<file path="src/rtl/clk_enable_sched_if.sv">
// Lock input and enable/status outputs of the clock-enable scheduler.
// The slave side is the scheduler; the master side is the PLL/consumer view.
interface clk_enable_sched_if;
  logic       locked;
  logic       vdp_ce;
  logic       snd_ce;
  logic       i2s_ce;
  logic       i2s_lrck;
  logic       running;
  logic [7:0] lock_loss_cnt;

  modport master (
    output locked,
    input  vdp_ce, snd_ce, i2s_ce, i2s_lrck, running, lock_loss_cnt
  );

  modport slave (
    input  locked,
    output vdp_ce, snd_ce, i2s_ce, i2s_lrck, running, lock_loss_cnt
  );
endinterface

</file>
<file path="src/rtl/clk_enable_sched.sv">
// Fractional clock-enable generator gated by a PLL lock-qualification FSM.
// Enables are carry-outs of phase accumulators, delayed one register stage.
module clk_enable_sched #(
  parameter int unsigned ACC_W         = 32'd24,
  parameter int unsigned VDP_INC       = 32'd5490683,
  parameter int unsigned SND_INC       = 32'd228781,
  parameter int unsigned I2S_INC       = 32'd1570730,
  parameter int unsigned SETTLE_CYCLES = 32'd1024,
  parameter int unsigned LR_BITS       = 32'd32
) (
  input  logic               clock_in,
  input  logic               reset_n,
  clk_enable_sched_if.slave  bus
);

  typedef enum logic [1:0] {
    ST_WAIT_LOCK = 2'd0,
    ST_SETTLE    = 2'd1,
    ST_RUN       = 2'd2
  } state_t;

  localparam logic [ACC_W:0] VDP_STEP    = (ACC_W + 1)'(VDP_INC);
  localparam logic [ACC_W:0] SND_STEP    = (ACC_W + 1)'(SND_INC);
  localparam logic [ACC_W:0] I2S_STEP    = (ACC_W + 1)'(I2S_INC);
  localparam logic [15:0]    SETTLE_LAST = 16'(SETTLE_CYCLES - 32'd1);
  localparam logic [7:0]     LR_LAST     = 8'(LR_BITS - 32'd1);

  state_t             r_state;
  state_t             w_state_nxt;
  logic               w_loss;
  logic               w_stay;
  logic               r_sync1;
  logic               r_lock_s;
  logic [15:0]        r_settle_cnt;
  logic               r_running;
  logic [7:0]         r_loss_cnt;
  logic [ACC_W-1:0]   r_vdp_acc;
  logic [ACC_W-1:0]   r_snd_acc;
  logic [ACC_W-1:0]   r_i2s_acc;
  logic [ACC_W:0]     w_vdp_sum;
  logic [ACC_W:0]     w_snd_sum;
  logic [ACC_W:0]     w_i2s_sum;
  logic               r_vdp_cy;
  logic               r_snd_cy;
  logic               r_i2s_cy;
  logic               r_vdp_ce;
  logic               r_snd_ce;
  logic               r_i2s_ce;
  logic [7:0]         r_lr_cnt;
  logic               r_lrck;

  // Next-state logic; lock loss from RUN is flagged for the loss counter.
  always_comb begin
    w_state_nxt = r_state;
    w_loss      = 1'b0;
    case (r_state)
      ST_WAIT_LOCK: begin
        if (r_lock_s) w_state_nxt = ST_SETTLE;
        else          w_state_nxt = ST_WAIT_LOCK;
      end
      ST_SETTLE: begin
        if (!r_lock_s)                        w_state_nxt = ST_WAIT_LOCK;
        else if (r_settle_cnt == SETTLE_LAST) w_state_nxt = ST_RUN;
        else                                  w_state_nxt = ST_SETTLE;
      end
      ST_RUN: begin
        if (!r_lock_s) begin
          w_state_nxt = ST_WAIT_LOCK;
          w_loss      = 1'b1;
        end else begin
          w_state_nxt = ST_RUN;
        end
      end
      default: w_state_nxt = ST_WAIT_LOCK;
    endcase
  end

  // Datapath only advances on cycles that are in RUN and stay in RUN, so a
  // carry produced on the exiting cycle never reaches a ce output.
  assign w_stay    = (r_state == ST_RUN) && (w_state_nxt == ST_RUN);
  assign w_vdp_sum = {1'b0, r_vdp_acc} + VDP_STEP;
  assign w_snd_sum = {1'b0, r_snd_acc} + SND_STEP;
  assign w_i2s_sum = {1'b0, r_i2s_acc} + I2S_STEP;

  // Lock synchronizer, state register, settle counter and loss counter.
  always_ff @(posedge clock_in) begin
    if (!reset_n) begin
      r_sync1      <= 1'b0;
      r_lock_s     <= 1'b0;
      r_state      <= ST_WAIT_LOCK;
      r_running    <= 1'b0;
      r_settle_cnt <= 16'd0;
      r_loss_cnt   <= 8'd0;
    end else begin
      r_sync1   <= bus.locked;
      r_lock_s  <= r_sync1;
      r_state   <= w_state_nxt;
      r_running <= (w_state_nxt == ST_RUN);
      if ((r_state == ST_SETTLE) && (w_state_nxt == ST_SETTLE)) begin
        r_settle_cnt <= r_settle_cnt + 16'd1;
      end else begin
        r_settle_cnt <= 16'd0;
      end
      if (w_loss && (r_loss_cnt != 8'hFF)) begin
        r_loss_cnt <= r_loss_cnt + 8'd1;
      end else begin
        r_loss_cnt <= r_loss_cnt;
      end
    end
  end

  // Phase accumulators, carry stage, ce stage and LR word-select framing.
  always_ff @(posedge clock_in) begin
    if (!reset_n || !w_stay) begin
      r_vdp_acc <= '0;
      r_snd_acc <= '0;
      r_i2s_acc <= '0;
      r_vdp_cy  <= 1'b0;
      r_snd_cy  <= 1'b0;
      r_i2s_cy  <= 1'b0;
      r_vdp_ce  <= 1'b0;
      r_snd_ce  <= 1'b0;
      r_i2s_ce  <= 1'b0;
      r_lr_cnt  <= 8'd0;
      r_lrck    <= 1'b0;
    end else begin
      r_vdp_acc <= w_vdp_sum[ACC_W-1:0];
      r_snd_acc <= w_snd_sum[ACC_W-1:0];
      r_i2s_acc <= w_i2s_sum[ACC_W-1:0];
      r_vdp_cy  <= w_vdp_sum[ACC_W];
      r_snd_cy  <= w_snd_sum[ACC_W];
      r_i2s_cy  <= w_i2s_sum[ACC_W];
      r_vdp_ce  <= r_vdp_cy;
      r_snd_ce  <= r_snd_cy;
      r_i2s_ce  <= r_i2s_cy;
      // Framing moves on the same edge that raises i2s_ce.
      if (r_i2s_cy) begin
        if (r_lr_cnt == LR_LAST) begin
          r_lr_cnt <= 8'd0;
          r_lrck   <= ~r_lrck;
        end else begin
          r_lr_cnt <= r_lr_cnt + 8'd1;
        end
      end else begin
        r_lr_cnt <= r_lr_cnt;
      end
    end
  end

  assign bus.vdp_ce        = r_vdp_ce;
  assign bus.snd_ce        = r_snd_ce;
  assign bus.i2s_ce        = r_i2s_ce;
  assign bus.i2s_lrck      = r_lrck;
  assign bus.running       = r_running;
  assign bus.lock_loss_cnt = r_loss_cnt;

endmodule

</file>
<file path="src/flat_wrapper.sv">
// flat-port wrapper written by rule: the top's interface ports become plain ports
module clk_enable_sched_flat 
#(
  parameter int unsigned ACC_W         = 32'd24,
  parameter int unsigned VDP_INC       = 32'd5490683,
  parameter int unsigned SND_INC       = 32'd228781,
  parameter int unsigned I2S_INC       = 32'd1570730,
  parameter int unsigned SETTLE_CYCLES = 32'd1024,
  parameter int unsigned LR_BITS       = 32'd32
)
  (clock_in, reset_n, bus_locked, bus_vdp_ce, bus_snd_ce, bus_i2s_ce, bus_i2s_lrck, bus_running, bus_lock_loss_cnt);
  clk_enable_sched_if bus_i ();
  input  logic clock_in;
  input  logic reset_n;
  input wire logic [$bits(bus_i.locked)-1:0] bus_locked;
  output wire logic [$bits(bus_i.vdp_ce)-1:0] bus_vdp_ce;
  output wire logic [$bits(bus_i.snd_ce)-1:0] bus_snd_ce;
  output wire logic [$bits(bus_i.i2s_ce)-1:0] bus_i2s_ce;
  output wire logic [$bits(bus_i.i2s_lrck)-1:0] bus_i2s_lrck;
  output wire logic [$bits(bus_i.running)-1:0] bus_running;
  output wire logic [$bits(bus_i.lock_loss_cnt)-1:0] bus_lock_loss_cnt;
  assign bus_i.locked = bus_locked;
  assign bus_vdp_ce = bus_i.vdp_ce;
  assign bus_snd_ce = bus_i.snd_ce;
  assign bus_i2s_ce = bus_i.i2s_ce;
  assign bus_i2s_lrck = bus_i.i2s_lrck;
  assign bus_running = bus_i.running;
  assign bus_lock_loss_cnt = bus_i.lock_loss_cnt;
  clk_enable_sched #(.ACC_W(ACC_W), .VDP_INC(VDP_INC), .SND_INC(SND_INC), .I2S_INC(I2S_INC), .SETTLE_CYCLES(SETTLE_CYCLES), .LR_BITS(LR_BITS)) u_core (.clock_in(clock_in), .reset_n(reset_n), .bus(bus_i));
endmodule
</file>
<file path="config.mk">
export PLATFORM = sky130hd
export DESIGN_NAME = clk_enable_sched_flat
export DESIGN_NICKNAME = d
export VERILOG_FILES = /design/src/rtl/clk_enable_sched_if.sv /design/src/rtl/clk_enable_sched.sv /design/src/flat_wrapper.sv
export SDC_FILE = /design/constraint.sdc
export NUM_CORES = 1
export LEC_CHECK = 0
export ABC_AREA = 0
export BUFFER_PORTS_ARGS = -buffer_cell sky130_fd_sc_hd__buf_2
export CORE_ASPECT_RATIO = 0.75
export CORE_MARGIN = 2
export CORE_UTILIZATION = 55
export CTS_CLUSTER_SIZE = 12
export DETAILED_ROUTE_END_ITERATION = 8
export GPL_ROUTABILITY_DRIVEN = 0
export PLACE_DENSITY_LB_ADDON = 0.05
export SETUP_SLACK_MARGIN = 0.3
export SKIP_LAST_GASP = 1
export SYNTH_ARGS = -nofsm -noshare
export SYNTH_HDL_FRONTEND = slang
export SYNTH_SLANG_ARGS = --single-unit
</file>
<file path="constraint.sdc">
create_clock -name clock_in -period 5.35 [get_ports clock_in]
set_input_delay 1.07 -clock clock_in [delete_from_list [all_inputs] [get_ports clock_in]]
set_output_delay 1.07 -clock clock_in [all_outputs]
set_load 0.01 [all_outputs]
</file>
Word level (Yosys, flattened, before mapping)
Index checks and enable logic that the tools add are counted.

storage, ports and cells
  bits in registers = 116
  memory bits (writable) = 0
  output and inout bits = 13
  bits in latches = 0
  memories kept = 0
  bits in read-only memories = 0

operators by class
  div/mod/pow operators = 0
  shift operators = 0
  mux-type cells = 8
  bitwise logic cells = 1
  add/sub/neg operators = 6
  reduce and logical (&&, ||, !) cells = 9
  $lt $le $gt $ge = 0
  eq/ne operators = 7
  multipliers = 0

operators by type and width
  operator                                         number
  adder 24 x 18 -> 25 bit, second input constant   1
  adder 24 x 21 -> 25 bit, second input constant   1
  adder 24 x 23 -> 25 bit, second input constant   1
  adder 16 x 1 -> 16 bit, second input constant    1
  adder 8 x 1 -> 8 bit, second input constant      2
  == test 16 x 10 -> 1 bit, second input constant  1
  == test 8 x 5 -> 1 bit, second input constant    1
  two-way mux 8 bit                                1
  inequality test 8 bit, second input constant     1
  two-way mux 2 bit                                3
  case mux 2 bit (3 select lines)                  1
  == test 2 x 1 -> 1 bit, second input constant    2
  == test 2 bit, second input constant             2
  AND reduction 2 bit                              2
  logical AND 1 bit                                3
  two-way mux 1 bit                                3
  logical NOT 1 bit                                2
  logical NOT 2 bit                                1
  logical OR 1 bit                                 1
  NOT 1 bit                                        1

Depth between registers and ports, before layout
  word-level depth = 8
  gate-level depth with buffers = 6

Worst setup path after synthesis
Ideal clock, no wire load.

  path type = input-to-reg
  start point = input reset_n
  end point = register u_core.r_snd_acc[21]
  setup time = 63 ps
  path slack = 3106 ps
  data required time = 5287 ps
  stages = 6
  arrival time = 2182 ps
  buffers on the path = 3
  cell sequence = and4b_1 clkbuf_1 clkbuf_1 buf_1 o211ai_1 nand3_1

on the way
  cells in the longest elaborated chain, start to end = 2

RTL lines
  item                  line                     text
  from (decl)           flat_wrapper.sv:14       input logic reset_n;
  logical NOT 1 bit     -
  logical OR 1 bit      clk_enable_sched.sv:114  if (!reset_n || !w_stay) begin
  to (signal assigned)  clk_enable_sched.sv:128  r_snd_acc <= w_snd_sum[ACC_W-1:0];
  to (decl)             clk_enable_sched.sv:38   logic [ACC_W-1:0] r_snd_acc;

Every way passes these cells.
A chain may end at the register's enable or synchronous reset.

Final worst setup path
  start point = input reset_n
  end point = register u_core.r_i2s_acc[20]

on the way
  cells in the longest elaborated chain, start to end = 2

RTL lines
  item                  line                     text
  logical NOT 1 bit     -
  logical OR 1 bit      clk_enable_sched.sv:114
  to (signal assigned)  clk_enable_sched.sv:129  r_i2s_acc <= w_i2s_sum[ACC_W-1:0];
  to (decl)             clk_enable_sched.sv:39   logic [ACC_W-1:0] r_i2s_acc;

Every way passes these cells.

==> flow_summary.toml <==
[power]
p_comb_frac = 0.002
power.sequential.fraction = 0.439
power.net_switching_uw = 377
cellInternalPower_mw = 1.58
vdd_ir_drop_max_v = 0.000217
p_leak_nw = 2.33
p_per_area_nw_per_um2 = 334
p_clk_frac = 0.559
p_sw_frac = 0.193

[timing]
setup_violations = 0
timing_worst_slew_pin_value_ns = 0.893
drv_slew = 0
hold_worst_slack_ns = 0.423
timing.slew.headroom = 0.404
final.period_utilization = 0.479
grt_setup_unrepaired = "false"
fin_skew_ns = 0.0132
fin_tns_setup_ns = 0
finalHoldViolations = 0
timing.fmax_mhz = 390
finalCriticalPeriod_ns = 2.56

[place]
place_hpwl_um = 5990
io_buffer_count = 15
dpl-instance-area_um2 = 5270

[floorplanning]
die_h_um = 87.4
rows = 30
die_area_um2 = 10100
io_pins = 16
core_area_um2 = 9050
floorplan.initialDensity = 0.564
floorplan.die.width_um = 115

[synth]
post_synth_edffs = 0
async_flop_share = 0
sequential_element_share_of_the_synthesized_area = 0.452
synth_area_leaders = "sky130_fd_sc_hd__dfxtp_1 45%, sky130_fd_sc_hd__nor2_1 4.6%, sky130_fd_sc_hd__xnor2_1 4.5%"
number_of_distinct_standard_cells_referenced_by_the_synthesized_netlist = 54
synthesis.yosys.warnings = 0
ys_dominant_reg_cell = "sky130_fd_sc_hd__dfxtp_1"
synthesized_area_divided_by_synthesized_cell_count_um2 = 8.94
synth_top_area_cell = "sky130_fd_sc_hd__dfxtp_1"
syn-num-nets = 579
synth.top_cell.area_share = 0.452
synthesis.instances = 570
synthesis.area_um2 = 5100
synth.ff_latch_count = 115

[setup_path]
cp_cell_sequence = "buf_2 -> and4b_1 -> buf_4 -> and3_1 -> nand3_1 -> nand3_1"
endpoint = "u_core.r_i2s_acc[20]"
reg_to_reg_endpoint = "u_core.r_snd_cy"
reg2reg_slack_ns = 3.03
r2r.worst_path.cells = 5
timing.critical_path.from = "reset_n"
cp_num_buf_inv = 2
critical_path_arrival_ns = 2.91
critPathMostFrequentCell = "sky130_fd_sc_hd__nand3_1"
worst-endpoint-required_ns = 5.69
critPathLaunchType = "input pin"
crit_fanout = 28
critical_path.top_delay_family = "simple AND/OR/NAND/NOR gates"
cp_slowest_cell = "sky130_fd_sc_hd__and4b_1"
critical_path_depth = 6
cp_slowest_stage_delay_ns = 0.82
crit_type = "input pin to flop"
critical_path.reg2reg.startpoint = "u_core.r_snd_acc[0]"
critical_path.endpoint_type = "flop"

[cts]
cts_tree = "yes"
number_of_instances_resized_during_post_cts_repair = 0
clkTransAtPathRegs_ns = 0.05
clk-insertion-delay-late_ns = 0.40
tritoncts.num_buffers = 17
ctsHoldBuffers = 0
post_cts_buffers = 0
clockBufferDepth = 2
clock-root-buffer = "sky130_fd_sc_hd__clkbuf_16"
cts.sink_count = 115
deepest_level_of_the_cts_h_tree = 4

[grt]
antenna_violations_before_repair = 0
grt_start_max_net_pins = 63
grt.total_usage = 0.203
wire_length_of_the_first_global_routing_pass_um = 16400
grt_pass1_vias = 3661
grt_overflow_total = 0

[drt]
detailedRoute.firstPassIterationCount = 5
drc = 0
vias_per_cell = 5.59
wl_um = 9570
route.detailed.wl_per_inst_um = 13.2
first_iter_violations = 213
remaining_antenna_violation_count_after_routing = 0
via_count = 4063

[worst_hold_path]
hold_path.class = "flop to flop"

[finish]
drive_above_1_share = 0.0902
relative_area_change_from_synthesis_to_final_layout_pct = 14.8
antenna_cells = 0
design.final.nets = 595
finish.instance_area_um2 = 5850
postLayoutCoreUtil = 0.647

[status]
result_of_the_run = "finished clean"

[job]
drv_cap = 0
cell families after synthesis:
logic type                 synth area share
AOI/OAI and AO/OA                     0.151
xor gates and xnor gates             0.0773
adders and majority gates            0.0147
buffers and inverters                0.0238
DFF                                   0.452
muxes                                0.0334
and+or+nand+nor                       0.248
how the worst min path moves through the flow:
stage                          from                 to  slack [ns]  depth (start not counted)
floorplan           u_core.r_snd_cy  u_core.bus.snd_ce        0.41                          1
global placement     u_core.r_sync1    u_core.r_lock_s        0.42                          1
detailed placement  u_core.r_vdp_cy  u_core.bus.vdp_ce        0.42                          1
CTS                 u_core.r_vdp_cy  u_core.bus.vdp_ce        0.43                          1
global route         u_core.r_sync1    u_core.r_lock_s        0.45                          1
finish              u_core.r_vdp_cy  u_core.bus.vdp_ce        0.42                          1
worst reg2reg max path, stage by stage, from the launching register on:
cell	delay, ns
sky130_fd_sc_hd__dfxtp_1	0.34
sky130_fd_sc_hd__ha_1	0.24
sky130_fd_sc_hd__or3_1	0.43
sky130_fd_sc_hd__a211oi_1	0.65
sky130_fd_sc_hd__a21boi_0	0.30
sky130_fd_sc_hd__o21a_1	0.25
state kept, by name, summed over array words and instances (netlist names), 2 cells and up:
register,count
u_core.r_state,2
u_core.r_vdp_acc,24
u_core.r_settle_cnt,16
u_core.r_i2s_acc,23
u_core.r_snd_acc,24
u_core.r_lr_cnt,8
u_core.bus.lock_loss_cnt,8
Yosys cell counts, types with 5 or more instances:
cell and n:
sky130_fd_sc_hd__dfxtp_1 115, sky130_fd_sc_hd__nor2_1 62, sky130_fd_sc_hd__nand2_1 38, sky130_fd_sc_hd__nand3_1 28
sky130_fd_sc_hd__xnor2_1 26, sky130_fd_sc_hd__a21oi_1 23, sky130_fd_sc_hd__nor3_1 21, sky130_fd_sc_hd__o21ai_0 21
sky130_fd_sc_hd__xor2_1 19, sky130_fd_sc_hd__mux2i_1 17, sky130_fd_sc_hd__nand2b_1 16, sky130_fd_sc_hd__and2_1 14
sky130_fd_sc_hd__clkbuf_1 14, sky130_fd_sc_hd__inv_1 12, sky130_fd_sc_hd__a31oi_1 11, sky130_fd_sc_hd__nor4_1 11
sky130_fd_sc_hd__and3_1 9, sky130_fd_sc_hd__nand4_1 9, sky130_fd_sc_hd__o211ai_1 8, sky130_fd_sc_hd__o31ai_1 7
sky130_fd_sc_hd__or3_1 7, sky130_fd_sc_hd__ha_1 6, sky130_fd_sc_hd__a211oi_1 5, sky130_fd_sc_hd__buf_1 5
power groups by stage:
| stage | Combinational [mW] | Clock (mW) | Sequential [mW] |
|---|---|---|---|
| global placement | 0.00351 | 0 | 0.877 |
| CTS | 0.00369 | 1.12 | 0.859 |
| global route | 0.00407 | 1.15 | 0.858 |
| detailed placement | 0.00364 | 0 | 0.877 |
| floorplan | 0.00225 | 0 | 0.877 |
| finish | 0.00368 | 1.09 | 0.859 |
metal layers:
layer	track usage	routed length (um)	up-vias
met4	0.0734	63	0
met5	0	0	-
met2	0.298	4150	67
met3	0.0605	350	6
met1	0.284	5010	1899
li1	-	-	2091
stage by stage:
| stage | cells | total power [mW] | setup slack (ns) |
|---|---|---|---|
| detailed placement | 695 | 0.880 | 2.36 |
| global placement | 695 | 0.880 | 2.43 |
| global route | 727 | 2.02 | 2.59 |
| floorplan | 570 | 0.879 | 3.11 |
| finish | 727 | 1.96 | 2.79 |
| CTS | 727 | 1.98 | 2.77 |
area by class of cell:
cell class	count	area, um^2
clock inverters	9	104
flip-flops and latches	115	2300
fillers	724	3190
clock buffers	23	478
well taps	128	160
multi-input cells	423	2680
repair buffers	17	90.1
inverters	12	45.0
layout by cell type (no fill, tap or decap), types with 5 or more instances in the layout:
cell type                   synthesis  routed
sky130_fd_sc_hd__a211oi_1           5       5
sky130_fd_sc_hd__a21oi_1           23      23
sky130_fd_sc_hd__a31oi_1           11      11
sky130_fd_sc_hd__and2_1            14      14
sky130_fd_sc_hd__and3_1             9       9
sky130_fd_sc_hd__buf_2              1      15
sky130_fd_sc_hd__clkbuf_16          0      17
sky130_fd_sc_hd__dfxtp_1          115     115
sky130_fd_sc_hd__ha_1               6       6
sky130_fd_sc_hd__inv_1             12      12
sky130_fd_sc_hd__mux2i_1           17      17
sky130_fd_sc_hd__nand2_1           38      38
sky130_fd_sc_hd__nand2b_1          16      16
sky130_fd_sc_hd__nand3_1           28      28
sky130_fd_sc_hd__nand4_1            9       9
sky130_fd_sc_hd__nor2_1            62      62
sky130_fd_sc_hd__nor3_1            21      21
sky130_fd_sc_hd__nor4_1            11      11
sky130_fd_sc_hd__o211ai_1           8       8
sky130_fd_sc_hd__o21ai_0           21      21
sky130_fd_sc_hd__o31ai_1            7       7
sky130_fd_sc_hd__or3_1              7       7
sky130_fd_sc_hd__xnor2_1           26      26
sky130_fd_sc_hd__xor2_1            19      19
Note: power is estimated with default switching activity, not from simulation.
